## config.mk

```make
export PLATFORM = sky130hd
export DESIGN_NAME = alu_exec_unit
export DESIGN_NICKNAME = d
export VERILOG_FILES = /design/src/rtl/alu_pkg.sv /design/src/rtl/alu_op_decoder.sv /design/src/rtl/alu_exec_unit.sv
export SDC_FILE = /design/constraint.sdc
export NUM_CORES = 1
export LEC_CHECK = 0
export ABC_AREA = 1
export BUFFER_PORTS_ARGS = -buffer_cell sky130_fd_sc_hd__buf_2
export CAP_MARGIN = 40
export CELL_PAD_IN_SITES_DETAIL_PLACEMENT = 1
export CELL_PAD_IN_SITES_GLOBAL_PLACEMENT = 2
export CORE_MARGIN = 10
export CORE_UTILIZATION = 33
export DETAILED_ROUTE_END_ITERATION = 16
export PLACE_DENSITY_LB_ADDON = 0.1
export SLEW_MARGIN = 10
export SYNTH_ARGS = -nofsm -noshare
export SYNTH_HDL_FRONTEND = slang
export SYNTH_HIERARCHICAL = 1
export SYNTH_SLANG_ARGS = --single-unit
```

## constraint.sdc

```tcl
create_clock -name clk -period 5 [get_ports clk]
set_clock_uncertainty 0.2 [all_clocks]
set_input_delay 1.25 -clock clk [delete_from_list [all_inputs] [get_ports clk]]
set_output_delay 1.25 -clock clk [all_outputs]
set_load 0.02 [all_outputs]
```

## src/rtl/alu_pkg.sv

```systemverilog
// Shared types for the ALU execution unit: decoded operation, FSM state,
// and the main-decoder ALUOp class encodings.
package alu_pkg;

    typedef enum logic [3:0] {
        OP_ADD     = 4'd0,
        OP_SUB     = 4'd1,
        OP_SLL     = 4'd2,
        OP_SLT     = 4'd3,
        OP_SLTU    = 4'd4,
        OP_XOR     = 4'd5,
        OP_SRL     = 4'd6,
        OP_SRA     = 4'd7,
        OP_OR      = 4'd8,
        OP_AND     = 4'd9,
        OP_MUL     = 4'd10,
        OP_MULHU   = 4'd11,
        OP_DIVU    = 4'd12,
        OP_REMU    = 4'd13,
        OP_ILLEGAL = 4'd15
    } alu_op_t;

    typedef enum logic [1:0] {
        ST_IDLE = 2'd0,
        ST_BUSY = 2'd1,
        ST_DONE = 2'd2
    } alu_state_t;

    localparam logic [1:0] ALUOP_ADD   = 2'b00;
    localparam logic [1:0] ALUOP_SUB   = 2'b01;
    localparam logic [1:0] ALUOP_FUNCT = 2'b10;
    localparam logic [1:0] ALUOP_ILL   = 2'b11;

endpackage

```

## src/rtl/alu_op_decoder.sv

```systemverilog
// Combinational decode of ALUOp/funct fields into a single alu_op_t.
module alu_op_decoder
    import alu_pkg::*;
(
    input  logic [1:0] ALUOp,
    input  logic [2:0] funct3,
    input  logic       funct7b5,
    input  logic       funct7b0,
    input  logic       opb5,
    output alu_op_t    op
);

    // Map instruction fields to an operation; anything unmapped is ILLEGAL.
    always_comb begin
        op = OP_ILLEGAL;
        case (ALUOp)
            ALUOP_ADD: op = OP_ADD;
            ALUOP_SUB: op = OP_SUB;
            ALUOP_FUNCT: begin
                if (opb5 && funct7b0) begin
                    case (funct3)
                        3'b000:  op = OP_MUL;
                        3'b011:  op = OP_MULHU;
                        3'b101:  op = OP_DIVU;
                        3'b111:  op = OP_REMU;
                        default: op = OP_ILLEGAL;
                    endcase
                end else begin
                    case (funct3)
                        3'b000:  op = (opb5 && funct7b5) ? OP_SUB : OP_ADD;
                        3'b001:  op = OP_SLL;
                        3'b010:  op = OP_SLT;
                        3'b011:  op = OP_SLTU;
                        3'b100:  op = OP_XOR;
                        3'b101:  op = funct7b5 ? OP_SRA : OP_SRL;
                        3'b110:  op = OP_OR;
                        default: op = OP_AND;
                    endcase
                end
            end
            default: op = OP_ILLEGAL;
        endcase
    end

endmodule

```

## src/rtl/alu_exec_unit.sv

```systemverilog
// ALU execution unit: single-cycle integer ops plus an iterative
// shift-add multiplier and restoring divider, behind a valid/ready pair.
//
// state | meaning
// IDLE  | ready to accept a new operation
// BUSY  | mul/div iterating one bit per cycle
// DONE  | result held until the consumer takes it
module alu_exec_unit
    import alu_pkg::*;
#(
    parameter int XLEN = 32
) (
    input  logic            clk,
    input  logic            reset,
    input  logic            in_valid,
    output logic            in_ready,
    input  logic [XLEN-1:0] a,
    input  logic [XLEN-1:0] b,
    input  logic [1:0]      ALUOp,
    input  logic [2:0]      funct3,
    input  logic            funct7b5,
    input  logic            funct7b0,
    input  logic            opb5,
    input  logic            flush,
    output logic            out_valid,
    input  logic            out_ready,
    output logic [XLEN-1:0] result,
    output logic            zero,
    output logic            illegal
);

    localparam int SHW = $clog2(XLEN);
    localparam int CW  = $clog2(XLEN) + 1;
    localparam logic [CW-1:0] CNT_LAST = CW'(XLEN);

    alu_op_t         dec_op;
    alu_op_t         op_q;
    alu_state_t      state_q, state_d;
    logic [XLEN-1:0] acc_hi_q, acc_lo_q, opnd_q;
    logic [CW-1:0]   cnt_q;
    logic [CW-1:0]   cnt_nxt;
    logic [XLEN-1:0] result_q;
    logic            zero_q, illegal_q;

    logic            accept, is_div_dec, go_busy, iter_last, is_mul_q;
    logic [SHW-1:0]  shamt;
    logic [XLEN-1:0] alu_res;
    logic [XLEN:0]   mul_sum, div_shift;
    logic [XLEN-1:0] div_sub, nxt_hi, nxt_lo, iter_res;
    logic            div_ge;

    alu_op_decoder u_dec (
        .ALUOp    (ALUOp),
        .funct3   (funct3),
        .funct7b5 (funct7b5),
        .funct7b0 (funct7b0),
        .opb5     (opb5),
        .op       (dec_op)
    );

    assign in_ready   = (state_q == ST_IDLE);
    assign out_valid  = (state_q == ST_DONE);
    assign result     = result_q;
    assign zero       = zero_q;
    assign illegal    = illegal_q;

    assign accept     = in_valid && in_ready && !flush;
    assign is_div_dec = (dec_op == OP_DIVU) || (dec_op == OP_REMU);
    // Divide by zero has a fixed answer, so it skips the iterative engine.
    assign go_busy    = (dec_op == OP_MUL) || (dec_op == OP_MULHU) ||
                        (is_div_dec && (b != '0));
    assign is_mul_q   = (op_q == OP_MUL) || (op_q == OP_MULHU);
    assign cnt_nxt    = cnt_q + CW'(1);
    assign iter_last  = (cnt_nxt == CNT_LAST);
    assign shamt      = b[SHW-1:0];

    // Single-cycle result; also supplies the divide-by-zero and ILLEGAL answers.
    always_comb begin
        alu_res = '0;
        case (dec_op)
            OP_ADD:  alu_res = a + b;
            OP_SUB:  alu_res = a - b;
            OP_SLL:  alu_res = a << shamt;
            OP_SLT:  alu_res = {{(XLEN-1){1'b0}}, ($signed(a) < $signed(b))};
            OP_SLTU: alu_res = {{(XLEN-1){1'b0}}, (a < b)};
            OP_XOR:  alu_res = a ^ b;
            OP_SRL:  alu_res = a >> shamt;
            OP_SRA:  alu_res = $unsigned($signed(a) >>> shamt);
            OP_OR:   alu_res = a | b;
            OP_AND:  alu_res = a & b;
            OP_DIVU: alu_res = '1;
            OP_REMU: alu_res = a;
            default: alu_res = '0;
        endcase
    end

    // One mul/div step. Mul: {hi,lo} shifts right with conditional add of a.
    // Div: hi is the partial remainder, lo shifts the dividend out and quotient in.
    always_comb begin
        mul_sum   = {1'b0, acc_hi_q} + {1'b0, (acc_lo_q[0] ? opnd_q : {XLEN{1'b0}})};
        div_shift = {acc_hi_q, acc_lo_q[XLEN-1]};
        div_ge    = (div_shift >= {1'b0, opnd_q});
        div_sub   = div_shift[XLEN-1:0] - opnd_q;
        if (is_mul_q) begin
            nxt_hi = mul_sum[XLEN:1];
            nxt_lo = {mul_sum[0], acc_lo_q[XLEN-1:1]};
        end else begin
            nxt_hi = div_ge ? div_sub : div_shift[XLEN-1:0];
            nxt_lo = {acc_lo_q[XLEN-2:0], div_ge};
        end
        iter_res = ((op_q == OP_MUL) || (op_q == OP_DIVU)) ? nxt_lo : nxt_hi;
    end

    // State register.
    always_ff @(posedge clk) begin
        if (reset) state_q <= ST_IDLE;
        else       state_q <= state_d;
    end

    // Next-state logic; flush overrides everything.
    always_comb begin
        state_d = state_q;
        if (flush) begin
            state_d = ST_IDLE;
        end else begin
            case (state_q)
                ST_IDLE: if (accept)    state_d = go_busy ? ST_BUSY : ST_DONE;
                ST_BUSY: if (iter_last) state_d = ST_DONE;
                ST_DONE: if (out_ready) state_d = ST_IDLE;
                default:                state_d = ST_IDLE;
            endcase
        end
    end

    // Operand capture, iteration registers and the held result.
    always_ff @(posedge clk) begin
        if (reset) begin
            op_q      <= OP_ADD;
            acc_hi_q  <= '0;
            acc_lo_q  <= '0;
            opnd_q    <= '0;
            cnt_q     <= '0;
            result_q  <= '0;
            zero_q    <= 1'b0;
            illegal_q <= 1'b0;
        end else if (flush) begin
            cnt_q     <= '0;
            result_q  <= '0;
            zero_q    <= 1'b0;
            illegal_q <= 1'b0;
        end else if (state_q == ST_IDLE) begin
            if (accept) begin
                op_q  <= dec_op;
                cnt_q <= '0;
                if (go_busy) begin
                    acc_hi_q <= '0;
                    acc_lo_q <= is_div_dec ? a : b;
                    opnd_q   <= is_div_dec ? b : a;
                end else begin
                    result_q  <= alu_res;
                    zero_q    <= (alu_res == '0);
                    illegal_q <= (dec_op == OP_ILLEGAL);
                end
            end
        end else if (state_q == ST_BUSY) begin
            acc_hi_q <= nxt_hi;
            acc_lo_q <= nxt_lo;
            cnt_q    <= cnt_nxt;
            if (iter_last) begin
                result_q  <= iter_res;
                zero_q    <= (iter_res == '0);
                illegal_q <= 1'b0;
            end
        end
    end

endmodule

```

# == Yosys cells after proc, flatten, opt, wreduce, memory -nomap -nowiden ==
# Index checks and enable logic that the tools add are counted.
# op_classes
n_addsub,5
n_eq_ne,34
n_lt_le_gt_ge,3
shifts,3
n_div,0
multipliers,0
bitwise_logic,4
n_reduce_logical,27
muxes,45
# op_table
operator,n
32-bit two-way mux,20
32-bit one-hot mux with 12 select lines,1
32-bit logical NOT,2
32-bit < comparator,2
32-bit subtractor,2
4-bit equality test (second input constant),10
32-bit by 32-bit adder with 33-bit output,1
33-bit by 32-bit greater-or-equal comparator with 1-bit output,1
32-bit adder,1
32-bit bitwise AND,1
32-bit bitwise OR,1
32-bit nonzero test,1
32-bit by 5-bit left shift with 32-bit output,1
32-bit by 5-bit >> shifter with 32-bit output,1
32-bit by 5-bit >>> shifter with 32-bit output,1
32-bit XOR,1
4-bit one-hot mux with 7 select lines,1
6-bit two-way mux,3
4-bit by 3-bit equality test with 1-bit output (second input constant),4
3-bit equality test (second input constant),4
1-bit two-way mux,12
3-bit one-hot mux with 4 select lines,1
4-bit one-hot mux with 3 select lines,1
4-bit AND reduction,3
other kinds (24),45
# word_totals
memories,0
register_bits,142
ramBits,0
latch_bits,0
mem_bits_ro,0
wordCells,130

# == Logic depth before layout (Yosys ltp) ==
# Gate-level depths: netlist of run 1.
# depth
ltp_word,12
ltp_mapped,28
ltp_nobuf,26

# == Modules after synthesis ==
# The synthesis of run 1 kept the hierarchy.
# modules_own_cells
module,area_each_um2,instances,cells_per_inst,seq_area_each_um2
alu_exec_unit,23028.3,1,4312,2842.7
alu_op_decoder,163.9,1,38,0.0

# == Least setup slack after synthesis of run 1 ==
# OpenSTA, ideal clock, no wires.
# synth_path
kind,input -> register
from,in b[3]
to,"reg zero_q, in the netlist zero"
stages,25
required_time_ns,4.744
arrival_time_ns,3.854
slack_ns,0.890
cell_sequence,buf_2 inv_1 buf_2 buf_1 ha_1 buf_4 nor2_1 inv_1 nor3_1 nand2_1 nand2_1 nand2_1 nand2_1 nand2_1 nand2_1 nand2_1 nand3_1 nand3_1 nor2_1 nand2_1 nor2_1 nand4_1 nand3_1 nand2_1 inv_1
# synth_between
elab_chain_cells,6
# synth_rtl
item,line_no,source
from (decl),alu_exec_unit.sv:18,"input logic [XLEN-1:0] b,"
"32-bit subtractor, or another cell as far along",alu_exec_unit.sv:82,OP_SUB: alu_res = a - b;
32-bit one-hot mux with 12 select lines,alu_exec_unit.sv:80,case (dec_op)
32-bit logical NOT,alu_exec_unit.sv:161,zero_q <= (alu_res == '0);
1-bit two-way mux,alu_exec_unit.sv:155,if (go_busy) begin
1-bit two-way mux,alu_exec_unit.sv:152,if (accept) begin
1-bit two-way mux,alu_exec_unit.sv:151,end else if (state_q == ST_IDLE) begin
to (signal assigned),alu_exec_unit.sv:161,
to (signal assigned),alu_exec_unit.sv:171,zero_q <= (iter_res == '0);
to (decl),alu_exec_unit.sv:43,"logic zero_q, illegal_q;"
# Several ways; a longest one is shown, not always the timed one. The select of a mux whose other input is x is not followed.
# A chain may end at the register's enable or synchronous reset.

# == Final worst setup path of run 1 ==
# layout_path
from,in funct3[2]
to,"reg zero_q, in the netlist zero"
# layout_between
elab_chain_cells,10
# layout_rtl
item,line_no,source
from (decl),alu_exec_unit.sv:20,"input logic [2:0] funct3,"
"3-bit equality test, or another cell as far along",alu_op_decoder.sv:29,case (funct3)
4-bit one-hot mux with 7 select lines or 3-bit one-hot mux with 4 select lines (tied branches),"alu_op_decoder.sv:29, alu_op_decoder.sv:21",
4-bit two-way mux *,alu_op_decoder.sv:20,if (opb5 && funct7b0) begin
4-bit one-hot mux with 3 select lines *,alu_op_decoder.sv:16,case (ALUOp)
via dec_op[1],alu_exec_unit.sv:36,alu_op_t dec_op;
"4-bit equality test, or another cell as far along","alu_exec_unit.sv:68, alu_exec_unit.sv:80",
32-bit one-hot mux with 12 select lines or 1-bit logical OR (tied branches),"alu_exec_unit.sv:80, alu_exec_unit.sv:68",
32-bit logical NOT or 1-bit logical AND (tied branches),"alu_exec_unit.sv:161, alu_exec_unit.sv:71",
1-bit two-way mux or 1-bit logical OR (tied branches),"alu_exec_unit.sv:155, alu_exec_unit.sv:70",
1-bit two-way mux or 2-bit inequality test (tied branches),n/a,
1-bit two-way mux or 4-bit AND reduction (tied branches),n/a,
# The timed path passes the listed nets; every way through them passes the cells marked *. The select of a mux whose other input is x is not followed.

==> results of run 1 <==
[cells by family (layout without fill, tap and decap cells)]
kind of cell / Yosys count / count (layout) / share of synthesized area (%)
buf+inv: 734 / 871 / 12.51
fa+ha+maj: 183 / 183 / 10.00
xor+xnor: 12 / 12 / 0.4532
mux: 26 / 26 / 1.122
simple gates: 2470 / 2470 / 45.24
other cells: 0 / 2 / 0
flops: 142 / 142 / 12.26
compound gates: 783 / 783 / 18.42
[critical path: cells and delay by family]
family          cells  cell delay, ns
simple gates       17            2.60
compound gates      1            0.19
buf+inv             7            0.88
[worst max-delay path by stage]
stage	startpoint	to	slack, ns	cells after the start
floorplan	b[3]	zero	0.89	25
global placement	funct3[2]	zero	-0.44	25
detailed placement	funct3[2]	zero	-0.44	25
CTS	funct3[2]	zero	0.04	25
global route	funct3[2]	zero	0.08	26
finish	funct3[2]	zero	0.26	25
[layout by cell type (no fill, tap or decap), drive strengths merged, types with 7 or more instances in the layout]
cell type | synthesis | final
nand2 | 1350 | 1350
inv | 539 | 546
nand3 | 517 | 517
nor2 | 400 | 400
o21ai | 314 | 314
a21oi | 309 | 309
buf | 108 | 299
ha | 179 | 179
dfxtp | 142 | 142
nand4 | 99 | 99
nor3 | 56 | 56
a31oi | 44 | 44
o211ai | 33 | 33
mux2i | 26 | 26
o22ai | 24 | 24
nand3b | 20 | 20
o21a | 17 | 17
clkbuf | 86 | 17
o21bai | 15 | 15
xor2 | 9 | 9
or2 | 9 | 9
clkinv | 1 | 8
and2 | 7 | 7
a211oi | 7 | 7
nor4 | 7 | 7
[metal layers]
metal | part of all wire [%] | GRT usage [%] | routed length (microns) | vias to the layer above
met3 | 6.2 | 4.613 | 9439 | 385
met2 | 45 | 59.37 | 68100 | 1268
met4 | 9.5 | 27.54 | 14470 | 2
met1 | 39 | 42.46 | 59740 | 14940
met5 | 0.0079 | 0 | 12 | -
li1 | - | - | - | 14540
[layout make-up]
class                      instances  area share [%]
timing repair buffer             299           8.000
clock inverter                    15          0.7333
tap                              940           4.476
multi-input combinational       3474           66.62
sequential                       142           10.82
antenna                            2         0.01905
inverter                         540           7.714
clock buffer                      17           1.619
[flip-flops by register name (all words and copies together), names as in the netlist]
| register | cells |
|---|---|
| zero | 1 |
| result | 32 |
| acc_hi_q | 32 |
| opnd_q | 32 |
| illegal | 1 |
| state_q | 2 |
| acc_lo_q | 32 |
| cnt_q | 6 |
| op_q | 4 |
[cell usage after synthesis (2+ instances only)]
master	number
sky130_fd_sc_hd__o21a_1	17
sky130_fd_sc_hd__a21boi_0	3
sky130_fd_sc_hd__inv_1	528
sky130_fd_sc_hd__buf_2	71
sky130_fd_sc_hd__nor2_1	387
sky130_fd_sc_hd__nand3_1	510
sky130_fd_sc_hd__nand2_1	1344
sky130_fd_sc_hd__and2_1	7
sky130_fd_sc_hd__o21bai_1	15
sky130_fd_sc_hd__a21oi_1	308
sky130_fd_sc_hd__xnor2_1	3
sky130_fd_sc_hd__buf_1	24
sky130_fd_sc_hd__clkbuf_1	85
sky130_fd_sc_hd__inv_2	11
sky130_fd_sc_hd__buf_4	11
sky130_fd_sc_hd__or2_2	8
sky130_fd_sc_hd__ha_1	179
sky130_fd_sc_hd__nor3_1	55
sky130_fd_sc_hd__nand2_2	5
sky130_fd_sc_hd__o2111ai_1	3
sky130_fd_sc_hd__a31oi_1	44
sky130_fd_sc_hd__nand3b_1	20
sky130_fd_sc_hd__o22ai_1	24
sky130_fd_sc_hd__nor2_2	11
sky130_fd_sc_hd__xor2_1	9
sky130_fd_sc_hd__dfxtp_1	142
sky130_fd_sc_hd__nand4_1	99
sky130_fd_sc_hd__a211oi_1	7
sky130_fd_sc_hd__o221a_2	5
sky130_fd_sc_hd__a21o_1	5
sky130_fd_sc_hd__o21ai_1	7
sky130_fd_sc_hd__nor4_1	6
sky130_fd_sc_hd__mux2i_1	26
sky130_fd_sc_hd__buf_6	2
sky130_fd_sc_hd__o211ai_1	33
sky130_fd_sc_hd__and3_1	3
sky130_fd_sc_hd__fa_1	4
sky130_fd_sc_hd__nor2_4	2
sky130_fd_sc_hd__o221ai_1	3
sky130_fd_sc_hd__o21ai_0	306
sky130_fd_sc_hd__nand3_2	7
[power breakdown]
group          switching [mW]  total, mW  internal (mW)
registers              0.0519       1.22           1.17
clock network           0.669       1.35          0.680
logic                    2.62       3.61          0.990
total                    3.35       6.18           2.84
[per-stage QoR]
step | setup slack [ns] | hold slack [ns] | utilization, %
6_report | 0.2554 | 0.2666 | 37.59
3_5_place_dp | -0.4407 | 0.2566 | 36.68
2_1_floorplan | 0.8905 | 0.2495 | -
5_1_grt | 0.08342 | 0.2985 | 37.58
3_3_place_gp | -0.4424 | 0.2542 | 36.66
4_1_cts | 0.04320 | 0.2696 | 37.57
==> impl_table.tex, run 1 <==
\begin{tabular}{lr}
\hline
Metric & Value \\
\hline
\multicolumn{2}{l}{\textbf{Detailed routing}} \\
Detailed-route wire length per cell & 27.95 microns \\
Detail-routed via count per cell & 5.735 \\
DRT Wirelength & 151800 microns \\
Number of detailed-route iterations in the first pass & 7 \\
Iteration-0 DRC count of the detailed router & between 2000 and 3000 \\
Total number of vias & 31140 \\
Remaining antenna violation count after routing & 0 \\
Drc violations & 0 \\
\multicolumn{2}{l}{\textbf{Yosys}} \\
Instance count of the mapped netlist & approximately 4400 \\
Most area-consuming cells after synthesis & sky130\_fd\_sc\_hd\_\_nand2\_1, sky130\_fd\_sc\_hd\_\_dfxtp\_1, sky130\_fd\_sc\_hd\_\_nand3\_1, sky130\_fd\_sc\_hd\_\_ha\_1, sky130\_fd\_sc\_hd\_\_inv\_1 \\
Async set-reset flop share out of synthesis & 0\% \\
Ys Warns & 6 \\
Synthesized netlist net count & 4610 \\
Number of synthesized flops with an enable pin & 0 \\
Fraction of post-synthesis cell area in the top cell type by area & 21.75\% \\
Cell type with the highest aggregate area in the netlist & sky130\_fd\_sc\_hd\_\_nand2\_1 \\
Sequential area share after synthesis & 12.26\% \\
Number of flip-flops and latches in the synthesized netlist & 142 \\
Mapped Area & between 20000 and 25000 sq um \\
Synth unique cells & 52 \\
Post-synth top flop & sky130\_fd\_sc\_hd\_\_dfxtp\_1 \\
Average instance area after synthesis & 5.332 sq um \\
\multicolumn{2}{l}{\textbf{Worst setup path}} \\
Endpoint of the most critical register-to-register path & zero \\
Worst path arrival time & about 5.0 ns \\
Crit Path Category & input pin to register \\
Number of cells traversed by the worst register-to-register path & 26 \\
CP Data Required Time & approximately 5.2 ns \\
Largest fanout on the critical path & 12 \\
Delay of the slowest critical-path stage & 0.46 ns \\
Worst flop-to-flop path startpoint & acc\_lo\_q[0] \\
Reg2reg setup slack & 0.68 ns \\
Critical Path Slowest Stage Cell & sky130\_fd\_sc\_hd\_\_nor3\_2 \\
Endpoint class of the critical path & register \\
Nature of the critical path startpoint & input pin \\
\multicolumn{2}{l}{\textbf{Timing}} \\
Final worst path period need & 4.745 ns \\
RSZ-0062 raised after global routing & no \\
Setup Total Neg Slack & 0 ns \\
Highest attainable clock frequency & 0.2108 GHz \\
Final hold violation count & 0 \\
Final worst path period share & 94.89\% \\
Max-slew violation total from the final report & 0 \\
Worst Max-Slew Pin Slew & 0.9055 ns \\
Slew HR & approximately 39\% \\
Final setup viols & 0 \\
\multicolumn{2}{l}{\textbf{Floorplanning}} \\
Horiz. Die Dim & 285.1 microns \\
Floorplan row count & 97 \\
Placeable core area & $\sim$70000 sq um \\
Total I/O pin count & about 110 \\
Initial Util & 33.18\% \\
Die ar. & 81280 sq um \\
Die H & 285.1 microns \\
\multicolumn{2}{l}{\textbf{Clock network}} \\
Number of cells upsized or downsized after cts & 0 \\
Count of H-tree levels built during CTS & 4 \\
Clock transition at path regs & approximately 0.09 ns \\
Clock tree from TritonCTS & done \\
Total setup buffers inserted after CTS & 0 \\
CTS Hold Buffers Added & 0 \\
Clk\_lat worst skew & 0.47 ns \\
Root cell of the clock tree & sky130\_fd\_sc\_hd\_\_clkbuf\_16 \\
CTS Buffer Depth & 2 \\
Number of sinks on the clock net & 142 \\
Number of buffers created by CTS & 17 \\
\multicolumn{2}{l}{\textbf{Cells and area}} \\
Count of non-filler cells in the finished layout & 5429 \\
Synthesis-to-layout area growth & 13.29\% \\
Share of cells above drive strength 1 & 8.825\% \\
Final-layout fill cell count & 9921 \\
Area occupied by multi-input gates & roughly 18000 sq um \\
Area used by sequential logic in the layout & roughly 2800 sq um \\
Number of nets in the layout & 4734 \\
Post-route cell area & 26280 sq um \\
\multicolumn{2}{l}{\textbf{Place}} \\
Number of input and output port buffers inserted & 112 \\
Post-DP HPWL & 125900 microns \\
Placer congestion estimate & 1.127 \\
Count of placed standard cells including taps & 5395 \\
Cell area after placement & 25640 sq um \\
\multicolumn{2}{l}{\textbf{GRT}} \\
GRT Resource Usage Total & approximately 36\% \\
Overflow after GRT & 0 \\
Via count of the first global-routing pass & 31160 \\
Number of antenna violations at the first check in global routing & 3 \\
Maximum number of pins on one net before global-route repair & 81 \\
First-pass GRT wire length & roughly 220000 microns \\
\multicolumn{2}{l}{\textbf{Power and ir drop}} \\
Total Power Consumption & between 6 and 7 mW \\
Leakage power of the design & 13.43 nW \\
VDD IR-drop max & 188.1 uV \\
Ratio of total power to cell area & 235.4 nW/um\^{}2 \\
\multicolumn{2}{l}{\textbf{Hold path}} \\
Hold depth & 2 \\
Min-Delay Path Class & register to register \\
Worst hold endpoint & result[29] \\
Min-delay src & result[29] \\
\multicolumn{2}{l}{\textbf{Job}} \\
Max Cap Viol & 0 \\
\multicolumn{2}{l}{\textbf{Run status}} \\
Run status & finished clean \\
\hline
\end{tabular}
(Power assumes the default switching activity.)
==> inputs of run 2 (changes only) <==
--- a/config.mk
+++ b/config.mk
@@ -5,16 +5,15 @@
 export SDC_FILE = /design/constraint.sdc
 export NUM_CORES = 1
 export LEC_CHECK = 0
-export ABC_AREA = 1
 export BUFFER_PORTS_ARGS = -buffer_cell sky130_fd_sc_hd__buf_2
 export CAP_MARGIN = 40
 export CELL_PAD_IN_SITES_DETAIL_PLACEMENT = 1
 export CELL_PAD_IN_SITES_GLOBAL_PLACEMENT = 2
 export CORE_MARGIN = 10
-export CORE_UTILIZATION = 33
+export CORE_UTILIZATION = 37
 export DETAILED_ROUTE_END_ITERATION = 16
 export PLACE_DENSITY_LB_ADDON = 0.1
-export SLEW_MARGIN = 10
+export SLEW_MARGIN = 20
 export SYNTH_ARGS = -nofsm -noshare
 export SYNTH_HDL_FRONTEND = slang
 export SYNTH_HIERARCHICAL = 1
==> constraint.sdc (replaced) <==
create_clock -name clk -period 4.7 [get_ports clk]
set_clock_uncertainty 0.2 [all_clocks]
set_input_delay 1.175 -clock clk [delete_from_list [all_inputs] [get_ports clk]]
set_output_delay 1.175 -clock clk [all_outputs]
set_load 0.02 [all_outputs]
==> run 2 against run 1 <==
The run now ends with setup timing left; worst hold slack got worse by 0.0060 ns; clock power rose by 6%; clock-buffer cell count stayed put; via count is 3.2% higher; critical path type unchanged; largest cell class unchanged; largest power group unchanged.
==> impl_table.tex, run 2 <==
\begin{tabular}{lr}
\hline
Metric & Value \\
\hline
\multicolumn{2}{l}{\textbf{Run status}} \\
Run status & finished with violations \\
Violated checks & setup timing \\
\multicolumn{2}{l}{\textbf{Yosys}} \\
Number of flip-flops and latches in the synthesized netlist & 142 (unchanged) \\
Cell type with the highest aggregate area in the netlist & sky130\_fd\_sc\_hd\_\_dfxtp\_1 \\
Synthesized netlist net count & 3526 (-24\%) \\
Fraction of post-synthesis cell area in the top cell type by area & 12.33\% (-9.4 points) \\
Async set-reset flop share out of synthesis & 0\% (unchanged) \\
Mapped Area & 23060 sq um (-0.58\%) \\
Ys Warns & 6 (unchanged) \\
Sequential area share after synthesis & 12.33\% (+0.071 points) \\
Most common cell in the synthesized netlist & sky130\_fd\_sc\_hd\_\_nor2\_1 \\
Post-synth top flop & sky130\_fd\_sc\_hd\_\_dfxtp\_1 \\
Average instance area after synthesis & 7.060 sq um (+32\%) \\
Synth unique cells & 103 (+98\%) \\
Instance count of the mapped netlist & 3266 (-25\%) \\
Number of synthesized flops with an enable pin & 0 (unchanged) \\
Most area-consuming cells after synthesis & sky130\_fd\_sc\_hd\_\_dfxtp\_1, sky130\_fd\_sc\_hd\_\_ha\_1, sky130\_fd\_sc\_hd\_\_a21oi\_1, sky130\_fd\_sc\_hd\_\_nor2\_1, sky130\_fd\_sc\_hd\_\_nand2\_1 \\
Leading cell types by count after synthesis & sky130\_fd\_sc\_hd\_\_nor2\_1, sky130\_fd\_sc\_hd\_\_nand2\_1, sky130\_fd\_sc\_hd\_\_a21oi\_1, sky130\_fd\_sc\_hd\_\_clkbuf\_1, sky130\_fd\_sc\_hd\_\_ha\_1 \\
\multicolumn{2}{l}{\textbf{Timing}} \\
Final worst path period need & 4.930 ns \\
Setup Total Neg Slack & -0.2303 ns (-0.2303 ns) \\
Highest attainable clock frequency & $\sim$0.2 GHz \\
Worst Max-Slew Pin Slew & 1.007 ns (+0.1011 ns) \\
Final setup viols & 1 (+1) \\
Final hold violation count & 0 (unchanged) \\
RSZ-0062 raised after global routing & yes \\
Setup WS post-layout & -0.2303 ns (-0.4857 ns) \\
Slew HR & 32.49\% (-6.7 points) \\
Final worst path period share & 104.9\% \\
Max-slew violation total from the final report & 0 (unchanged) \\
\multicolumn{2}{l}{\textbf{Cells and area}} \\
Count of non-filler cells in the finished layout & 4905 (-9.7\%) \\
Share of cells above drive strength 1 & 33.01\% (+24 points) \\
Number of nets in the layout & 4313 (-8.9\%) \\
Post-route cell area & 32610 sq um (+24\%) \\
Most frequent standard cell in the layout excluding fill and tap cells & sky130\_fd\_sc\_hd\_\_buf\_4 \\
Synthesis-to-layout area growth & 41.44\% \\
Highest-count cells in the layout ignoring fill and taps & sky130\_fd\_sc\_hd\_\_buf\_4, sky130\_fd\_sc\_hd\_\_nor2\_1, sky130\_fd\_sc\_hd\_\_nand2\_1 \\
\multicolumn{2}{l}{\textbf{Detailed routing}} \\
Number of detailed-route iterations in the first pass & 5 (-2) \\
Total number of vias & 32120 (+3.2\%) \\
Remaining antenna violation count after routing & 0 (unchanged) \\
Drc violations & 0 (unchanged) \\
Detail-routed via count per cell & 6.548 (+14\%) \\
Detailed-route wire length per cell & 32.00 microns (+14\%) \\
DRT Wirelength & 157000 microns (+3.4\%) \\
Iteration-0 DRC count of the detailed router & 3272 (+16\%) \\
\multicolumn{2}{l}{\textbf{Power and ir drop}} \\
Leakage power of the design & 14.51 nW (+8.1\%) \\
VDD IR-drop max & 186.6 uV (-0.80\%) \\
Ratio of total power to cell area & 225.8 nW/um\^{}2 (-4.1\%) \\
\multicolumn{2}{l}{\textbf{Floorplanning}} \\
Initial Util & 37.36\% (+4.2 points) \\
Floorplan row count & 91 (-6.2\%) \\
Placeable core area & 61710 sq um (-12\%) \\
Total I/O pin count & 113 (unchanged) \\
Die ar. & 72710 sq um (-11\%) \\
Die H & 269.6 microns (-5.4\%) \\
Horiz. Die Dim & 269.6 microns (-5.4\%) \\
\multicolumn{2}{l}{\textbf{GRT}} \\
GRT Resource Usage Total & 40.87\% (+4.8 points) \\
Number of antenna violations at the first check in global routing & 6 (+3) \\
Overflow after GRT & 0 (unchanged) \\
Maximum number of pins on one net before global-route repair & 94 (+16\%) \\
First-pass GRT wire length & 224700 microns (+3.4\%) \\
Via count of the first global-routing pass & 32940 (+5.7\%) \\
\multicolumn{2}{l}{\textbf{Clock network}} \\
Clock tree from TritonCTS & done \\
Count of H-tree levels built during CTS & 4 (unchanged) \\
Number of buffers created by CTS & 17 (unchanged) \\
Root cell of the clock tree & sky130\_fd\_sc\_hd\_\_clkbuf\_16 \\
Number of sinks on the clock net & 142 (unchanged) \\
Clock transition at path regs & 0.08 ns (about the same) \\
CTS Hold Buffers Added & 0 (unchanged) \\
CTS Buffer Depth & 2 (unchanged) \\
Clk\_lat worst skew & 0.47 ns (about the same) \\
\multicolumn{2}{l}{\textbf{Place}} \\
Placer congestion estimate & 1.105 (-2.0\%) \\
Post-DP HPWL & 128600 microns (+2.1\%) \\
Cell area after placement & 30690 sq um (+20\%) \\
Count of placed standard cells including taps & 4830 (-10\%) \\
Pre-CTS setup slack & -1.344 ns (-0.9037 ns) \\
Number of input and output port buffers inserted & 112 (unchanged) \\
\multicolumn{2}{l}{\textbf{Worst setup path}} \\
Largest fanout on the critical path & 9 (-3) \\
Worst path arrival time & 5.13 ns (+0.16 ns) \\
Crit Path Category & input pin to register \\
Nature of the critical path startpoint & input pin \\
CP Data Required Time & 4.90 ns (-0.32 ns) \\
Endpoint class of the critical path & register \\
\multicolumn{2}{l}{\textbf{Hold path}} \\
Min-Delay Path Class & register to register \\
\multicolumn{2}{l}{\textbf{Job}} \\
Max Cap Viol & 0 (unchanged) \\
\hline
\end{tabular}
-- run 2: power breakdown --
group / leakage, nW / internal, mW / switching [mW] / total (mW)
Combinational: 13.1 / 1.92 / 2.75 / 4.67
Clock: 0.299 / 0.725 / 0.703 / 1.43
Sequential: 1.15 / 1.23 / 0.0329 / 1.26
Total: 14.5 / 3.88 / 3.48 / 7.36
-- run 2: repair_timing --
item | CTS | global route
buffers inserted | 12 | 26
resized for setup | 78 | 119
setup endpoints to repair | 17 | 20
cloned | 2 | 0
pin swaps | 24 | 59
-- run 2: logic make-up after synthesis --
| family | share of synthesized area (%) |
|---|---|
| AOI/OAI and AO/OA | 32.43 |
| xor gates and xnor gates | 2.051 |
| adders and majority gates | 10.06 |
| buffers and inverters | 7.705 |
| DFF | 12.33 |
| muxes | 11.20 |
| and+or+nand+nor | 24.23 |
-- run 2: worst paths after layout --
path	end	from	depth (start not counted)	slack, ns
max	zero	funct3[1]	19	-0.23
min	result[17]	result[17]	2	0.26
max reg2reg	zero	acc_lo_q[31]	16	-0.14
min reg2reg	result[17]	result[17]	2	0.26
-- run 2: routing by layer --
layer | part of all wire [%] | wire length (microns) | track usage, %
met4 | 10 | 15900 | 34.73
met5 | 0.037 | 58 | 0
met1 | 37 | 57670 | 46.00
met2 | 45 | 70480 | 66.52
met3 | 8.2 | 12870 | 7.408
-- run 2: final cells by class --
cell class | count | area (sq um)
repair buffers | 1040 | 8123
clock buffers | 17 | 425.4
clock inverters | 15 | 188.9
fillers | 7783 | 29100
multi-input cells | 2696 | 19380
flip-flops and latches | 142 | 2844
well taps | 837 | 1047
diodes | 2 | 5.005
inverters | 156 | 600.6
-- run 2: metrics by stage --
stage	total power, mW	hold WS (ns)	utilization [%]
CTS	7.027	0.2637	51.57
finish	7.363	0.2606	52.85
detailed placement	5.496	0.2496	49.73
floorplan	3.233	0.2653	-
global route	7.548	0.2870	52.84
global placement	5.429	0.2435	49.67
-- run 2: critical path, cell delays in order --
cell and delay [ns]:
sky130_fd_sc_hd__buf_6 0.12, sky130_fd_sc_hd__or3b_4 0.40, sky130_fd_sc_hd__a31oi_4 0.17, sky130_fd_sc_hd__a32oi_4 0.23, sky130_fd_sc_hd__buf_6 0.20, sky130_fd_sc_hd__buf_16 0.13
sky130_fd_sc_hd__buf_8 0.12, sky130_fd_sc_hd__and3b_2 0.25, sky130_fd_sc_hd__nand2_2 0.09, sky130_fd_sc_hd__a21oi_4 0.07, sky130_fd_sc_hd__or4_4 0.51, sky130_fd_sc_hd__a211o_4 0.36
sky130_fd_sc_hd__a21oi_4 0.18, sky130_fd_sc_hd__o2111a_1 0.22, sky130_fd_sc_hd__nand4_1 0.14, sky130_fd_sc_hd__nor4_2 0.26, sky130_fd_sc_hd__and4_1 0.21, sky130_fd_sc_hd__nand4_1 0.10
sky130_fd_sc_hd__o211ai_2 0.18
